[src/rtl/piton_dcr_seq_ctrl_if.sv]
// Signal bundle between piton_dcr_seq_ctrl and its surroundings: host table/launch,
// Vortex DCR buffer push/ack, and Vortex start/busy/status.
interface piton_dcr_seq_ctrl_if #(
    parameter int ADDR_WIDTH = 8,
    parameter int DATA_WIDTH = 32
);
    logic                  cfg_wr_valid;
    logic [2:0]            cfg_wr_idx;
    logic [ADDR_WIDTH-1:0] cfg_wr_addr;
    logic [DATA_WIDTH-1:0] cfg_wr_data;
    logic                  launch_valid;
    logic [3:0]            launch_count;
    logic                  launch_ready;
    logic                  buffer_wr_valid;
    logic [ADDR_WIDTH-1:0] buffer_wr_addr;
    logic [DATA_WIDTH-1:0] buffer_wr_data;
    logic                  buffer_full;
    logic                  dcr_ack;
    logic                  vx_start;
    logic                  vx_busy;
    logic                  done;
    logic                  done_clr;
    logic                  timeout_err;
    logic [2:0]            seq_state;

    // Sequencer side
    modport master (
        input  cfg_wr_valid, cfg_wr_idx, cfg_wr_addr, cfg_wr_data,
        input  launch_valid, launch_count,
        output launch_ready,
        output buffer_wr_valid, buffer_wr_addr, buffer_wr_data,
        input  buffer_full, dcr_ack,
        output vx_start,
        input  vx_busy,
        output done,
        input  done_clr,
        output timeout_err, seq_state
    );

    // Host / DCR buffer / Vortex side
    modport slave (
        output cfg_wr_valid, cfg_wr_idx, cfg_wr_addr, cfg_wr_data,
        output launch_valid, launch_count,
        input  launch_ready,
        input  buffer_wr_valid, buffer_wr_addr, buffer_wr_data,
        output buffer_full, dcr_ack,
        input  vx_start,
        output vx_busy,
        input  done,
        output done_clr,
        input  timeout_err, seq_state
    );
endinterface

[src/rtl/piton_dcr_seq_ctrl.sv]
// Replays a host-programmed table of up to 8 DCR writes into the Vortex DCR buffer, then
// starts Vortex and waits for it to finish. Define PITON_DCR_SEQ_TIMEOUT_EN for a RUN watchdog.
module piton_dcr_seq_ctrl #(
    parameter int VX_DCR_ADDR_WIDTH = 8,
    parameter int VX_DCR_DATA_WIDTH = 32,
    parameter int MAX_OUTSTANDING   = 6,
    parameter int TIMEOUT_CYCLES    = 65535
) (
    input logic                  clk,
    input logic                  rst,
    piton_dcr_seq_ctrl_if.master bus
);

    if (MAX_OUTSTANDING < 1 || MAX_OUTSTANDING > 7 ||
        TIMEOUT_CYCLES < 1 || TIMEOUT_CYCLES > 65535) begin : g_param_check
        $error("piton_dcr_seq_ctrl: parameter out of range");
    end

    typedef enum logic [2:0] {
        IDLE  = 3'd0,
        PUSH  = 3'd1,
        DRAIN = 3'd2,
        START = 3'd3,
        RUN   = 3'd4,
        DONE  = 3'd5
    } state_t;

    localparam logic [2:0] OUT_LIMIT = 3'(MAX_OUTSTANDING);

    state_t state;
    state_t state_next;

    logic [VX_DCR_ADDR_WIDTH-1:0] tbl_addr [8];
    logic [VX_DCR_DATA_WIDTH-1:0] tbl_data [8];

    logic [3:0] count;
    logic [3:0] ptr;
    logic [3:0] launch_n;
    logic [2:0] outstanding;
    logic [2:0] outstanding_next;
    logic       busy_seen;
    logic       push;
    logic       ack_hit;
    logic       last_push;
    logic       run_complete;
    logic       table_wr_en;
    logic       timeout_hit;
    logic       timeout_flag;

    assign launch_n     = (bus.launch_count > 4'd8) ? 4'd8 : bus.launch_count;
    assign push         = (state == PUSH) && !bus.buffer_full && (outstanding < OUT_LIMIT);
    assign ack_hit      = bus.dcr_ack && (outstanding != 3'd0);
    assign last_push    = push && (ptr == count - 4'd1);
    assign run_complete = (state == RUN) && busy_seen && !bus.vx_busy;
    assign table_wr_en  = bus.cfg_wr_valid && ((state == IDLE) || (state == DONE));

    always_comb begin
        outstanding_next = outstanding;
        if (push && !ack_hit) begin
            outstanding_next = outstanding + 3'd1;
        end else if (!push && ack_hit) begin
            outstanding_next = outstanding - 3'd1;
        end
    end

`ifdef PITON_DCR_SEQ_TIMEOUT_EN
    localparam logic [15:0] TIMEOUT_LAST = 16'(TIMEOUT_CYCLES - 1);

    logic [15:0] timer;

    // Timer counts RUN cycles; the TIMEOUT_CYCLES-th RUN cycle without completion fires
    assign timeout_hit = (state == RUN) && !run_complete && (timer == TIMEOUT_LAST);

    always_ff @(posedge clk or posedge rst) begin
        if (rst) begin
            timer        <= 16'd0;
            timeout_flag <= 1'b0;
        end else begin
            if (state == START) begin
                timer <= 16'd0;
            end else if (state == RUN) begin
                timer <= timer + 16'd1;
            end
            if (timeout_hit) begin
                timeout_flag <= 1'b1;
            end else if ((state == DONE) && bus.done_clr) begin
                timeout_flag <= 1'b0;
            end
        end
    end
`else
    assign timeout_hit  = 1'b0;
    assign timeout_flag = 1'b0;
`endif

    always_ff @(posedge clk or posedge rst) begin
        if (rst) begin
            state <= IDLE;
        end else begin
            state <= state_next;
        end
    end

    always_comb begin
        state_next = state;
        unique case (state)
            IDLE: begin
                if (bus.launch_valid) begin
                    state_next = (launch_n == 4'd0) ? START : PUSH;
                end
            end
            PUSH: begin
                if (last_push) begin
                    state_next = DRAIN;
                end
            end
            // Leaving on the final ack lets vx_start follow it by exactly one cycle
            DRAIN: begin
                if (outstanding_next == 3'd0) begin
                    state_next = START;
                end
            end
            START: begin
                state_next = RUN;
            end
            RUN: begin
                if (run_complete || timeout_hit) begin
                    state_next = DONE;
                end
            end
            DONE: begin
                if (bus.done_clr) begin
                    state_next = IDLE;
                end
            end
            default: begin
                state_next = IDLE;
            end
        endcase
    end

    always_ff @(posedge clk or posedge rst) begin
        if (rst) begin
            count       <= 4'd0;
            ptr         <= 4'd0;
            outstanding <= 3'd0;
            busy_seen   <= 1'b0;
        end else begin
            outstanding <= outstanding_next;
            if ((state == IDLE) && bus.launch_valid) begin
                count <= launch_n;
                ptr   <= 4'd0;
            end else if (push) begin
                ptr <= ptr + 4'd1;
            end
            // busy seen during START is discarded so only RUN-cycle activity counts
            if (state == START) begin
                busy_seen <= 1'b0;
            end else if ((state == RUN) && bus.vx_busy) begin
                busy_seen <= 1'b1;
            end
        end
    end

    always_ff @(posedge clk or posedge rst) begin
        if (rst) begin
            for (int i = 0; i < 8; i++) begin
                tbl_addr[i] <= '0;
                tbl_data[i] <= '0;
            end
        end else if (table_wr_en) begin
            tbl_addr[bus.cfg_wr_idx] <= bus.cfg_wr_addr;
            tbl_data[bus.cfg_wr_idx] <= bus.cfg_wr_data;
        end
    end

    assign bus.launch_ready    = (state == IDLE);
    assign bus.buffer_wr_valid = push;
    assign bus.buffer_wr_addr  = (state == PUSH) ? tbl_addr[ptr[2:0]] : '0;
    assign bus.buffer_wr_data  = (state == PUSH) ? tbl_data[ptr[2:0]] : '0;
    assign bus.vx_start        = (state == START);
    assign bus.done            = (state == DONE);
    assign bus.timeout_err     = timeout_flag;
    assign bus.seq_state       = state;

endmodule

[src/flat_wrapper.sv]
// flat-port wrapper written by rule: the top's interface ports become plain ports
module piton_dcr_seq_ctrl_flat 
#(
    parameter int VX_DCR_ADDR_WIDTH = 8,
    parameter int VX_DCR_DATA_WIDTH = 32,
    parameter int MAX_OUTSTANDING   = 6,
    parameter int TIMEOUT_CYCLES    = 65535
)
  (clk, rst, bus_cfg_wr_valid, bus_cfg_wr_idx, bus_cfg_wr_addr, bus_cfg_wr_data, bus_launch_valid, bus_launch_count, bus_launch_ready, bus_buffer_wr_valid, bus_buffer_wr_addr, bus_buffer_wr_data, bus_buffer_full, bus_dcr_ack, bus_vx_start, bus_vx_busy, bus_done, bus_done_clr, bus_timeout_err, bus_seq_state);
  piton_dcr_seq_ctrl_if #(.ADDR_WIDTH((8)), .DATA_WIDTH((32))) bus_i ();
  input logic clk;
  input logic rst;
  input wire logic [$bits(bus_i.cfg_wr_valid)-1:0] bus_cfg_wr_valid;
  input wire logic [$bits(bus_i.cfg_wr_idx)-1:0] bus_cfg_wr_idx;
  input wire logic [$bits(bus_i.cfg_wr_addr)-1:0] bus_cfg_wr_addr;
  input wire logic [$bits(bus_i.cfg_wr_data)-1:0] bus_cfg_wr_data;
  input wire logic [$bits(bus_i.launch_valid)-1:0] bus_launch_valid;
  input wire logic [$bits(bus_i.launch_count)-1:0] bus_launch_count;
  output wire logic [$bits(bus_i.launch_ready)-1:0] bus_launch_ready;
  output wire logic [$bits(bus_i.buffer_wr_valid)-1:0] bus_buffer_wr_valid;
  output wire logic [$bits(bus_i.buffer_wr_addr)-1:0] bus_buffer_wr_addr;
  output wire logic [$bits(bus_i.buffer_wr_data)-1:0] bus_buffer_wr_data;
  input wire logic [$bits(bus_i.buffer_full)-1:0] bus_buffer_full;
  input wire logic [$bits(bus_i.dcr_ack)-1:0] bus_dcr_ack;
  output wire logic [$bits(bus_i.vx_start)-1:0] bus_vx_start;
  input wire logic [$bits(bus_i.vx_busy)-1:0] bus_vx_busy;
  output wire logic [$bits(bus_i.done)-1:0] bus_done;
  input wire logic [$bits(bus_i.done_clr)-1:0] bus_done_clr;
  output wire logic [$bits(bus_i.timeout_err)-1:0] bus_timeout_err;
  output wire logic [$bits(bus_i.seq_state)-1:0] bus_seq_state;
  assign bus_i.cfg_wr_valid = bus_cfg_wr_valid;
  assign bus_i.cfg_wr_idx = bus_cfg_wr_idx;
  assign bus_i.cfg_wr_addr = bus_cfg_wr_addr;
  assign bus_i.cfg_wr_data = bus_cfg_wr_data;
  assign bus_i.launch_valid = bus_launch_valid;
  assign bus_i.launch_count = bus_launch_count;
  assign bus_launch_ready = bus_i.launch_ready;
  assign bus_buffer_wr_valid = bus_i.buffer_wr_valid;
  assign bus_buffer_wr_addr = bus_i.buffer_wr_addr;
  assign bus_buffer_wr_data = bus_i.buffer_wr_data;
  assign bus_i.buffer_full = bus_buffer_full;
  assign bus_i.dcr_ack = bus_dcr_ack;
  assign bus_vx_start = bus_i.vx_start;
  assign bus_i.vx_busy = bus_vx_busy;
  assign bus_done = bus_i.done;
  assign bus_i.done_clr = bus_done_clr;
  assign bus_timeout_err = bus_i.timeout_err;
  assign bus_seq_state = bus_i.seq_state;
  piton_dcr_seq_ctrl #(.VX_DCR_ADDR_WIDTH(VX_DCR_ADDR_WIDTH), .VX_DCR_DATA_WIDTH(VX_DCR_DATA_WIDTH), .MAX_OUTSTANDING(MAX_OUTSTANDING), .TIMEOUT_CYCLES(TIMEOUT_CYCLES)) u_core (.clk(clk), .rst(rst), .bus(bus_i));
endmodule
[config.mk]
export PLATFORM = sky130hd
export DESIGN_NAME = piton_dcr_seq_ctrl_flat
export DESIGN_NICKNAME = d
export VERILOG_FILES = /design/src/rtl/piton_dcr_seq_ctrl_if.sv /design/src/rtl/piton_dcr_seq_ctrl.sv /design/src/flat_wrapper.sv
export SDC_FILE = /design/constraint.sdc
export NUM_CORES = 1
export LEC_CHECK = 0
export ABC_CLOCK_PERIOD_IN_PS = 15400
export CAP_MARGIN = 40
export CORE_MARGIN = 2
export CORE_UTILIZATION = 35
export CTS_CLUSTER_DIAMETER = 60
export DETAILED_ROUTE_END_ITERATION = 12
export PLACE_DENSITY_LB_ADDON = 0.25
export SLEW_MARGIN = 20
export SYNTH_ARGS = -nofsm -noshare
export SYNTH_HDL_FRONTEND = slang
export SYNTH_SLANG_ARGS = --single-unit
[constraint.sdc]
create_clock -name clk -period 15.4 [get_ports clk]
set_input_delay 1.54 -clock clk [delete_from_list [all_inputs] [get_ports clk]]
set_output_delay 1.54 -clock clk [all_outputs]
set_load 0.02 [all_outputs]
---- Word level (Yosys, flattened, before mapping) ----
Index checks and enable logic that the tools add are counted.
word-level totals
  bits in registers ....................... 335
  input bits .............................. 55
  output and inout bits ................... 48
  logic and storage cells ................. 95
operators by class
  $add $sub $neg .......................... 4
  order comparisons ....................... 5
  equal/unequal tests ..................... 11
  multiplexer cells ....................... 28
  bitwise gates (word level) .............. 2
  reduce and logical (&&, ||, !) cells .... 24
operators with widths
  kind                 count
  $bwmux 256           1
  $mux 32              4
  $bmux 32 s3          1
  $demux 32 s3         1
  $bwmux 64            1
  $mux 8               4
  $bmux 8 s3           1
  $demux 8 s3          1
  $mux 3               7
  $pmux 3 s6           1
  $logic_and 1x1->1    12
  $mux 4               3
  $ge 4x4->1 const B   2
  $ne 2x1->1 const B   4
  $not 3->4            2
  $eq 3x2->1 const B   2
  $eq 3x3->1 const B   2
  $logic_not 3->1      2
  $reduce_and 5->1     1
  $add 4x1->4 const B  1
  $eq 4x4->1           1
  $gt 4x4->1 const B   1
  $logic_not 1->1      4
  $logic_not 4->1      1
  12 further kinds     14

---- Logic depth before layout (Yosys ltp) ----
Gate-level depths: netlist (run 1).
  depth in word-level cells ............... 10
  depth in mapped cells ................... 8
  mapped depth without buffers ............ 8

---- Worst setup path after synthesis (run 1) ----
No wires, ideal clock.
  path type ............................... input to output
  from .................................... input bus_buffer_full
  to ...................................... output bus_buffer_wr_valid
  arrival ................................. 1.881 ns
  required time ........................... 13.860 ns
  slack ................................... 11.979 ns
  cell stages on the path ................. 2
  path buffers ............................ 1
  path through ............................ a211oi_4 -> buf_6
between the ends
  word-level cells in the longest chain between the ends .. 3
ends and longest elaborated chain
  what                            RTL line                  RTL
  from (decl)                     flat_wrapper.sv:23        input wire logic [$bits(bus_i.buffer_full)-1:0] bus_buffer_full;
  $logic_not 1->1                 piton_dcr_seq_ctrl.sv:51  assign push = (state == PUSH) && !bus.buffer_full && (outstanding < OUT_LIMIT);
  $logic_and 1x1->1 (2 in a row)  piton_dcr_seq_ctrl.sv:51
  to (decl)                       flat_wrapper.sv:20        output wire logic [$bits(bus_i.buffer_wr_valid)-1:0] bus_buffer_wr_valid;
No other way between the ends.

---- Worst setup path in the final report (run 1) ----
  from .................................... register u_core.ptr[0]
  to ...................................... output bus_buffer_wr_data[21]
between the ends
  word-level cells in the longest chain between the ends .. 5
ends and longest elaborated chain
  what                                        RTL line                   RTL
  from (decl)                                 piton_dcr_seq_ctrl.sv:37   logic [3:0] ptr;
  from (signal assigned)                      piton_dcr_seq_ctrl.sv:154  ptr <= ptr + 4'd1;
  $not 3->4 (not written as such)             piton_dcr_seq_ctrl.sv:180  assign bus.buffer_wr_data = (state == PUSH) ? tbl_data[ptr[2:0]] : '0;
  $bmux 32 s3                                 piton_dcr_seq_ctrl.sv:180
  $mux 32 (not written as such) (2 in a row)  piton_dcr_seq_ctrl.sv:180
  $mux 32                                     piton_dcr_seq_ctrl.sv:180
  to (decl)                                   flat_wrapper.sv:22         output wire logic [$bits(bus_i.buffer_wr_data)-1:0] bus_buffer_wr_data;
No other way between the ends. The select of a mux whose other input is x is not followed.

==> results of run 1 <==
==> metrics by stage <==
stage               instances  hold WS [ps]  total power, W  setup WS [ps]  util, %
finish                   1701           498         0.00376          10050     42.8
detailed placement       1630           487         0.00284          10500     39.5
floorplan                 988           463         0.00245           4580        -
global route             1701           511         0.00400           9750     42.8
global placement         1625           482         0.00280          10430     39.3
CTS                      1700           502         0.00382           9910     42.7
==> cell families after synthesis <==
logic type               synth area share (%)
XOR/XNOR                                0.742
flip-flops                               54.6
multiplexers                             38.0
AND/OR/NAND/NOR                          2.98
adder cells (fa/ha/maj)                 0.408
AO/OA/AOI/OAI                            1.04
buffers and inverters                    2.22
other                                  0.0244
==> critical path, delay by kind of cell (launching register included) <==
kind / cells / cell delay, ps
buf+inv: 3 / 1570
flops: 1 / 870
mux: 2 / 710
simple gates: 1 / 110
==> Yosys cell counts, drive strengths merged (2+ instances only) <==
| master | number |
|---|---|
| a21oi | 2 |
| mux4 | 80 |
| clkbuf | 18 |
| nand3b | 5 |
| and2 | 2 |
| and3 | 2 |
| xnor2 | 9 |
| xor2 | 4 |
| nand3 | 4 |
| nand2 | 15 |
| buf | 47 |
| nand2b | 5 |
| inv | 8 |
| dfrtp | 335 |
| nor3b | 2 |
| nor2 | 51 |
| ha | 5 |
| o21ai | 6 |
| mux2i | 42 |
| nor2b | 3 |
| mux2 | 320 |
| nor3 | 5 |
| a211oi | 2 |
| o22ai | 2 |
==> state kept, by name, indices dropped and copies added (netlist names) <==
name / flops
u_core.bus.seq_state: 3
u_core.ptr: 4
u_core.tbl_addr: 64
u_core.busy_seen: 1
u_core.outstanding: 3
u_core.tbl_data: 256
u_core.count: 4
==> power by group through the flow <==
stage / clock network [W] / registers [W] / logic [W]
final: 0.000962 / 0.00152 / 0.00128
after detailed placement: 0 / 0.00153 / 0.00131
after global routing: 0.00103 / 0.00157 / 0.00140
after CTS: 0.000989 / 0.00152 / 0.00131
after global placement: 0 / 0.00152 / 0.00128
after floorplan: 0 / 0.00142 / 0.00103
==> metal layers <==
metal | share of wire [%] | GRT usage, %
met3 | 3.4 | 2.69
met5 | 0 | 0
met1 | 47 | 22.7
met2 | 48 | 26.1
met4 | 1.3 | 3.07
==> cell type report <==
cell class | count | area share, %
Sequential cell | 335 | 45.4
Multi-Input combinational cell | 580 | 36.1
Timing Repair Buffer | 123 | 6.91
Clock buffer | 57 | 6.59
Tap cell | 585 | 3.96
Clock inverter | 13 | 0.820
Inverter | 8 | 0.203
==> how the worst min path moves through the flow <==
stage / startpoint / to / slack, ps / cells after the start
detailed placement: u_core.count[3] / u_core.count[3] / 490 / 2
finish: u_core.tbl_addr[20] / u_core.tbl_addr[20] / 500 / 1
global placement: u_core.tbl_data[13] / u_core.tbl_data[13] / 480 / 1
global route: u_core.tbl_data[30] / u_core.tbl_data[30] / 510 / 1
CTS: u_core.tbl_addr[20] / u_core.tbl_addr[20] / 500 / 1
floorplan: u_core.count[3] / u_core.count[3] / 460 / 2
==> placed cells by master (no fill, tap or decap), drive strengths merged, types with 3 or more instances in the layout <==
cell type | synthesis | routed
buf | 47 | 22
bufinv | 0 | 3
clkbuf | 18 | 57
clkdlybuf4s50 | 0 | 101
clkinv | 0 | 9
dfrtp | 335 | 335
ha | 5 | 5
inv | 8 | 9
mux2 | 320 | 320
mux2i | 42 | 42
mux4 | 80 | 80
nand2 | 15 | 15
nand2b | 5 | 5
nand3 | 4 | 4
nand3b | 5 | 5
nor2 | 51 | 51
nor2b | 3 | 3
nor3 | 5 | 5
o21ai | 6 | 6
xnor2 | 9 | 9
xor2 | 4 | 4
==> flow_summary.json, run 1 <==
{
  "status": "finished, final reports clean",
  "dieHeight_um": 213,
  "endpoint_kind": "output port",
  "relSlewSlack_pct": 46.7,
  "synth_area_leaders": "dfrtp_1 55%, mux2_2 23%, mux4_2 12%",
  "cts_tree": "yes",
  "cpMaxStageDelayCell": "dfrtp_4",
  "syn-instance-count": 988,
  "syn-num-nets": 1048,
  "fmax_ghz": 0.187,
  "nFillCells": 3963,
  "clock_latency_ps": 530,
  "crit_start": "u_core.ptr[0]",
  "ys_ff_latch": 335,
  "grt.overflow.total": 0,
  "postCtsSetupBuffers": 0,
  "pwr-share-clk_pct": 25.6,
  "rr_startpoint": "u_core.bus.seq_state[2]",
  "diodes": 0,
  "finalCriticalPeriod_ps": 5350,
  "portBuffers": 101,
  "core_area_sq_um": 43200,
  "rrSetupSlack_ps": 12130,
  "wl_mm": 35.2,
  "hold_viol_final": 0,
  "rows": 76,
  "initial_core_util_pct": 35.5,
  "power.density_nw_per_um2": 204,
  "worstMarginPinSlew_ps": 799,
  "netlist.area_leader.share_pct": 54.6,
  "wire_per_inst_um": 20.7,
  "yosysUniqueCellTypes": 42,
  "postRouteAntennaNets": 0,
  "area_growth_pct": 20.3,
  "combPwrFrac_pct": 34.1,
  "crit_fanout": 35,
  "period_share_pct": 34.8,
  "via_per_inst": 5.07,
  "hold_buffers": 0,
  "timing.rr.end": "u_core.tbl_addr[45]",
  "finalSetupViolCount": 0,
  "max-cap-violations": 0,
  "ys_seq_area_share_pct": 54.6,
  "post_cts_resized": 0,
  "worstPathCellList": "buf_4 > buf_12 > mux4_2 > mux2i_1 > nor2_1 > clkdlybuf4s50_1",
  "swShare_pct": 29.7,
  "regArea_sq_um": 8390,
  "max-vdd-ir-drop_v": 0.0000806,
  "synth-edff-count": 0,
  "cts_root_buffer": "clkbuf_16",
  "grt_antenna_before_repair": 0,
  "power.internal_w": 0.00264,
  "reg2reg_depth": 6,
  "vias": 8629,
  "die_w_um": 213,
  "clockBufferDepth": 3,
  "synth_area_sq_um": 15300,
  "fin_area_sq_um": 18500,
  "p_leak_nw": 7.77,
  "drc": 0,
  "multi_input_area_sq_um": 6660,
  "slew_violations": 0,
  "startpoint_type": "flip-flop",
  "drive_gt1_share_pct": 45.2,
  "rsz0062_at_grt": "false",
  "p_sw_w": 0.00112,
  "path_clk_slew_ps": 60,
  "gp_congestion": 0.732,
  "finalSetupTns_ps": 0,
  "min_path_type": "reg2reg",
  "dr.pass1.iters": 4,
  "nNetsFinal": 1147,
  "grt_pass1_wl_mm": 55.8,
  "p_seq_share_pct": 40.3,
  "synthFlopType": "dfrtp_1",
  "cp_data_required_time_ps": 13860,
  "endpoint": "bus_buffer_wr_data[21]",
  "dp_hpwl_mm": 20.6,
  "synth_top_area_cell": "dfrtp_1",
  "synth_warnings": 0,
  "worstPathArrival_ps": 3810,
  "finalClockSkew_ps": 12.1,
  "grt_pass1_vias": 9436,
  "clock-sinks": 335,
  "cts_max_level": 2,
  "path_class": "reg2out",
  "dieArea_sq_um": 45500,
  "avgSynthCellArea_sq_um": 15.5,
  "synthArstFlopShare_pct": 100,
  "grt_max_degree": 117,
  "drt_iter0_drc": 463,
  "post_dp_cell_area_sq_um": 17100,
  "cp_slowest_stage_delay_ps": 870,
  "track_usage_pct": 16.0,
  "numCtsBuffers": 39,
  "io_pins": 103
}
Note: power is estimated with default switching activity, not from simulation.
==> inputs of run 2 (changes only) <==
- ABC_CLOCK_PERIOD_IN_PS: 15400 -> 5200
- clock period: 15.4 -> 5.2 ns (I/O delays scaled with it)
==> run 2 against run 1 <==
Worst hold slack better by 0.64 ps. Clock power grew to 2.9 times the previous value. Final cell count is 0.41% higher. Combinational power grew to 3.1 times the previous value. Highest routed layer is now met5. Sequential power grew to 2.9 times the previous value.
==> flow_summary.json, run 2 (same netlist as run 1, synthesis figures left out) <==
{
  "rsz0062_at_grt": "false",
  "drt_iter0_drc": 466,
  "worstMarginPinSlew_ps": 755,
  "startpoint_type": "flip-flop",
  "max-vdd-ir-drop_v": 0.000286,
  "dieHeight_um": 213,
  "cts_tree": "yes",
  "dp_hpwl_mm": 21.6,
  "grt_max_degree": 132,
  "finalSetupTns_ps": 0,
  "gp_congestion": 0.708,
  "endpoint_kind": "output port",
  "vias": 8722,
  "drive_gt1_share_pct": 45.0,
  "clockBufferDepth": 3,
  "core_area_sq_um": 43200,
  "timing.rr.end": "u_core.tbl_data[22]",
  "relSlewSlack_pct": 49.7,
  "crit_buf_inv": 3,
  "io_pins": 103,
  "path_class": "reg2out",
  "hold_buffers": 0,
  "status": "finished, final reports clean",
  "p_leak_nw": 7.79,
  "rrSetupSlack_ps": 2490,
  "whs_ps": 498,
  "die_w_um": 213,
  "crit_fanout": 33,
  "cts_max_level": 2,
  "layout_commonest_cell": "dfrtp_1",
  "dieArea_sq_um": 45500,
  "cpMaxStageDelayCell": "clkdlybuf4s50_1",
  "finalNonFillerCells": 1708,
  "clock_latency_ps": 540,
  "cts_root_buffer": "clkbuf_16",
  "area_growth_pct": 20.8,
  "dr.pass1.iters": 4,
  "min_from": "u_core.tbl_data[9]",
  "worst_slack_ps": 1620,
  "cp_data_required_time_ps": 4680,
  "drc": 0,
  "post_cts_resized": 0,
  "portBuffers": 101,
  "grt_pass1_vias": 9435,
  "via_per_inst": 5.11,
  "path_depth": 6,
  "rows": 76,
  "postRouteAntennaNets": 0,
  "min_path_type": "reg2reg",
  "finalCriticalPeriod_ps": 3580,
  "worstPathCellList": "buf_16 > buf_4 > mux4_2 > mux2i_1 > nor2_1 > clkdlybuf4s50_1",
  "endpoint": "bus_buffer_wr_data[31]",
  "reg2reg_depth": 7,
  "nNetsFinal": 1157,
  "wl_mm": 35.5,
  "worstPathArrival_ps": 3060,
  "cp_slowest_stage_delay_ps": 560,
  "power_w": 0.0112,
  "track_usage_pct": 16.2,
  "clock-sinks": 335,
  "grt.overflow.total": 0,
  "largest-register": "u_core.tbl_data",
  "crit_start": "u_core.ptr[0]",
  "grt_antenna_before_repair": 6,
  "initial_core_util_pct": 35.5,
  "wire_per_inst_um": 20.8,
  "rr_startpoint": "u_core.bus.seq_state[2]",
  "reg_top3": "u_core.tbl_data x256, u_core.tbl_addr x64",
  "largest_reg_flops": 256,
  "path_clk_slew_ps": 60,
  "placed_cells": 1640,
  "fmax_ghz": 0.279,
  "numCtsBuffers": 39,
  "layout_common_cells": "332 x dfrtp_1, 320 x mux2_2, 101 x clkdlybuf4s50_1, 80 x mux4_2, 50 x nor2_1",
  "hold_viol_final": 0,
  "grt_pass1_wl_mm": 55.9,
  "period_share_pct": 68.8,
  "postCtsSetupBuffers": 0,
  "power.density_nw_per_um2": 604,
  "slew_violations": 0,
  "max-cap-violations": 0,
  "post-place-ws_ps": 1850,
  "finalSetupViolCount": 0,
  "crit_family": "buffers and inverters",
  "finalClockSkew_ps": 10.9
}
==> run 2: changes by cell type in the layout (fill, tap and decap cells not counted), sizes merged <==
cell / previous run / this run
bufinv: 3 / 4
buf: 22 / 32
clkinvlp: 0 / 1
diode: 0 / 1
inv: 9 / 10
clkbuf: 57 / 55
clkinv: 9 / 4
==> run 2: stage by stage <==
stage	util (%)	area (sq um)
floorplan	-	15300
global route	42.9	18500
global placement	39.5	17100
detailed placement	39.8	17200
finish	42.9	18500
CTS	42.9	18500
==> run 2: how the worst min path moves through the flow <==
stage | end | slack [ps] | cells past startpoint
floorplan | u_core.count[3] | 460 | 2
global placement | u_core.tbl_data[219] | 480 | 1
detailed placement | u_core.tbl_data[12] | 490 | 1
CTS | u_core.tbl_data[12] | 500 | 1
global route | u_core.tbl_data[139] | 510 | 1
finish | u_core.tbl_data[9] | 500 | 1
==> run 2: metal layers <==
metal	vias to the layer above	part of all wire (%)	track usage (%)	routed length, um
met5	-	0.18	0	64
met4	10	2.0	4.67	715
met3	56	4.3	3.31	1530
met2	137	47	26.0	16600
met1	4654	47	22.4	16600
li1	3865	-	-	-
==> run 2: layout make-up <==
cell class	count	area [sq um]
clock inverter	11	169
inverter	8	33.8
multi-input combinational	580	6650
tap	585	732
antenna	1	2.50
sequential	335	8390
clock buffer	55	1140
timing repair buffer	133	1420
fill	3997	24600
==> run 2: report_power, final <==
group / switching [W] / internal [W]
combinational: 0.00163 / 0.00236
clock: 0.00108 / 0.00172
sequential: 0.000645 / 0.00377
total: 0.00335 / 0.00785
==> run 2: worst reg2reg max path: cells and delay by family (launching register included) <==
| kind | cells | cell delay, ps |
|---|---|---|
| AND/OR/NAND/NOR | 3 | 950 |
| XOR/XNOR | 1 | 160 |
| multiplexers | 1 | 320 |
| flip-flops | 1 | 590 |
| buffers and inverters | 2 | 580 |
==> inputs of run 3 (changes only) <==
- ABC_CLOCK_PERIOD_IN_PS: 5200 -> 3700
- clock period: 5.2 -> 3.7 ns (I/O delays scaled with it)
==> run 3 against run 2 <==
Combinational power up 40%. Flip-flop and latch count stayed put. Non-clock buffer count is 2 higher. Critical path type unchanged.
==> flow_summary.json, run 3 (same netlist as run 1, synthesis figures left out) <==
{
  "max-cap-violations": 0,
  "clock_latency_ps": 550,
  "post-place-ws_ps": 817,
  "rows": 76,
  "drive_gt1_share_pct": 45.5,
  "endpoint_kind": "output port",
  "relSlewSlack_pct": 54.0,
  "path_class": "reg2out",
  "track_usage_pct": 16.1,
  "reg_top3": "u_core.tbl_data x256, u_core.tbl_addr x64",
  "cts_tree": "yes",
  "drt_iter0_drc": 457,
  "dp_hpwl_mm": 21.6,
  "area_growth_pct": 21.2,
  "finalSetupViolCount": 0,
  "power_w": 0.0158,
  "grt_antenna_before_repair": 4,
  "via_per_inst": 5.06,
  "dr.pass1.iters": 4,
  "clockBufferDepth": 3,
  "gp_congestion": 0.729,
  "drc": 0,
  "crit_family": "buffers and inverters",
  "max-vdd-ir-drop_v": 0.000423,
  "worstPathArrival_ps": 3030,
  "die_w_um": 213,
  "cp_slowest_stage_delay_ps": 770,
  "cts_root_buffer": "clkbuf_16",
  "path_clk_slew_ps": 60,
  "post_dp_cell_area_sq_um": 17200,
  "cpMaxStageDelayCell": "or3b_2",
  "finalSetupTns_ps": 0,
  "slew_violations": 0,
  "p_leak_nw": 7.82,
  "io_pins": 103,
  "min_path_type": "in2async",
  "portBuffers": 101,
  "cts_max_level": 2,
  "layout_commonest_cell": "dfrtp_1",
  "worst_slack_ps": 301,
  "hold_viol_final": 0,
  "dieArea_sq_um": 45500,
  "fmax_ghz": 0.294,
  "worstMarginPinSlew_ps": 687,
  "grt.overflow.total": 0,
  "postRouteAntennaNets": 0,
  "vias": 8680,
  "fin_area_sq_um": 18600,
  "cp_data_required_time_ps": 3330,
  "wire_per_inst_um": 20.6,
  "startpoint_type": "flip-flop",
  "largest-register": "u_core.tbl_data",
  "wl_mm": 35.3,
  "rsz0062_at_grt": "false",
  "hold_buffers": 0,
  "core_area_sq_um": 43200,
  "finalClockSkew_ps": 18.1,
  "layout_common_cells": "332 x dfrtp_1, 320 x mux2_2, 101 x clkdlybuf4s50_1, 80 x mux4_2, 50 x nor2_1",
  "numCtsBuffers": 40,
  "clock-sinks": 335,
  "postCtsSetupBuffers": 0,
  "crit_fanout": 26,
  "finalCriticalPeriod_ps": 3400,
  "grt_pass1_vias": 9435,
  "status": "finished, final reports clean",
  "period_share_pct": 91.9,
  "post_cts_resized": 0,
  "power.density_nw_per_um2": 847,
  "largest_reg_flops": 256,
  "grt_pass1_wl_mm": 56.1,
  "crit_buf_inv": 2,
  "grt_max_degree": 96,
  "dieHeight_um": 213,
  "initial_core_util_pct": 35.5,
  "nNetsFinal": 1160,
  "worstPathCellList": "or3b_2 > buf_4 > nor2_1 > clkdlybuf4s50_1"
}
run 3: report_power, final:
| part | internal [W] | total [W] | switching [W] |
|---|---|---|---|
| sequential | 0.00530 | 0.00624 | 0.000939 |
| clock | 0.00241 | 0.00394 | 0.00154 |
| combinational | 0.00329 | 0.00557 | 0.00227 |
| total | 0.0110 | 0.0158 | 0.00475 |
run 3: per-stage QoR:
step / hold slack [ps] / util, % / std cells
after floorplan: 463 / - / 988
after global routing: 169 / 43.1 / 1715
after global placement: 482 / 39.9 / 1642
after detailed placement: 488 / 39.9 / 1642
after CTS: 294 / 43.0 / 1714
final: 144 / 43.1 / 1716
run 3: area by class of cell:
cell class | count | area [sq um]
antenna | 1 | 2.50
clock buffer | 63 | 1260
clock inverter | 9 | 87.6
fill | 3958 | 24600
inverter | 8 | 33.8
multi-input combinational | 580 | 6650
sequential | 335 | 8390
tap | 585 | 732
timing repair buffer | 135 | 1440
run 3: worst paths after layout:
check	endpoint	depth (start not counted)	slack, ps	start
min in group clk	u_core.count[2]	3	450	bus_launch_count[2]
max in group asynchronous	u_core.bus.seq_state[0]	4	2530	rst
setup reg to reg	u_core.tbl_addr[44]	6	1130	u_core.bus.seq_state[2]
setup / recovery	bus_buffer_wr_data[9]	4	300	u_core.bus.seq_state[0]
hold / removal	u_core.tbl_data[157]	2	140	rst
hold reg to reg	u_core.tbl_data[43]	1	500	u_core.tbl_data[43]
run 3: metal layers:
metal | up-vias | share of wire, % | track usage (%)
li1 | 3870 | - | -
met1 | 4615 | 46 | 22.2
met2 | 129 | 47 | 26.2
met3 | 58 | 4.8 | 3.22
met4 | 8 | 1.8 | 4.19
met5 | - | 0.16 | 0
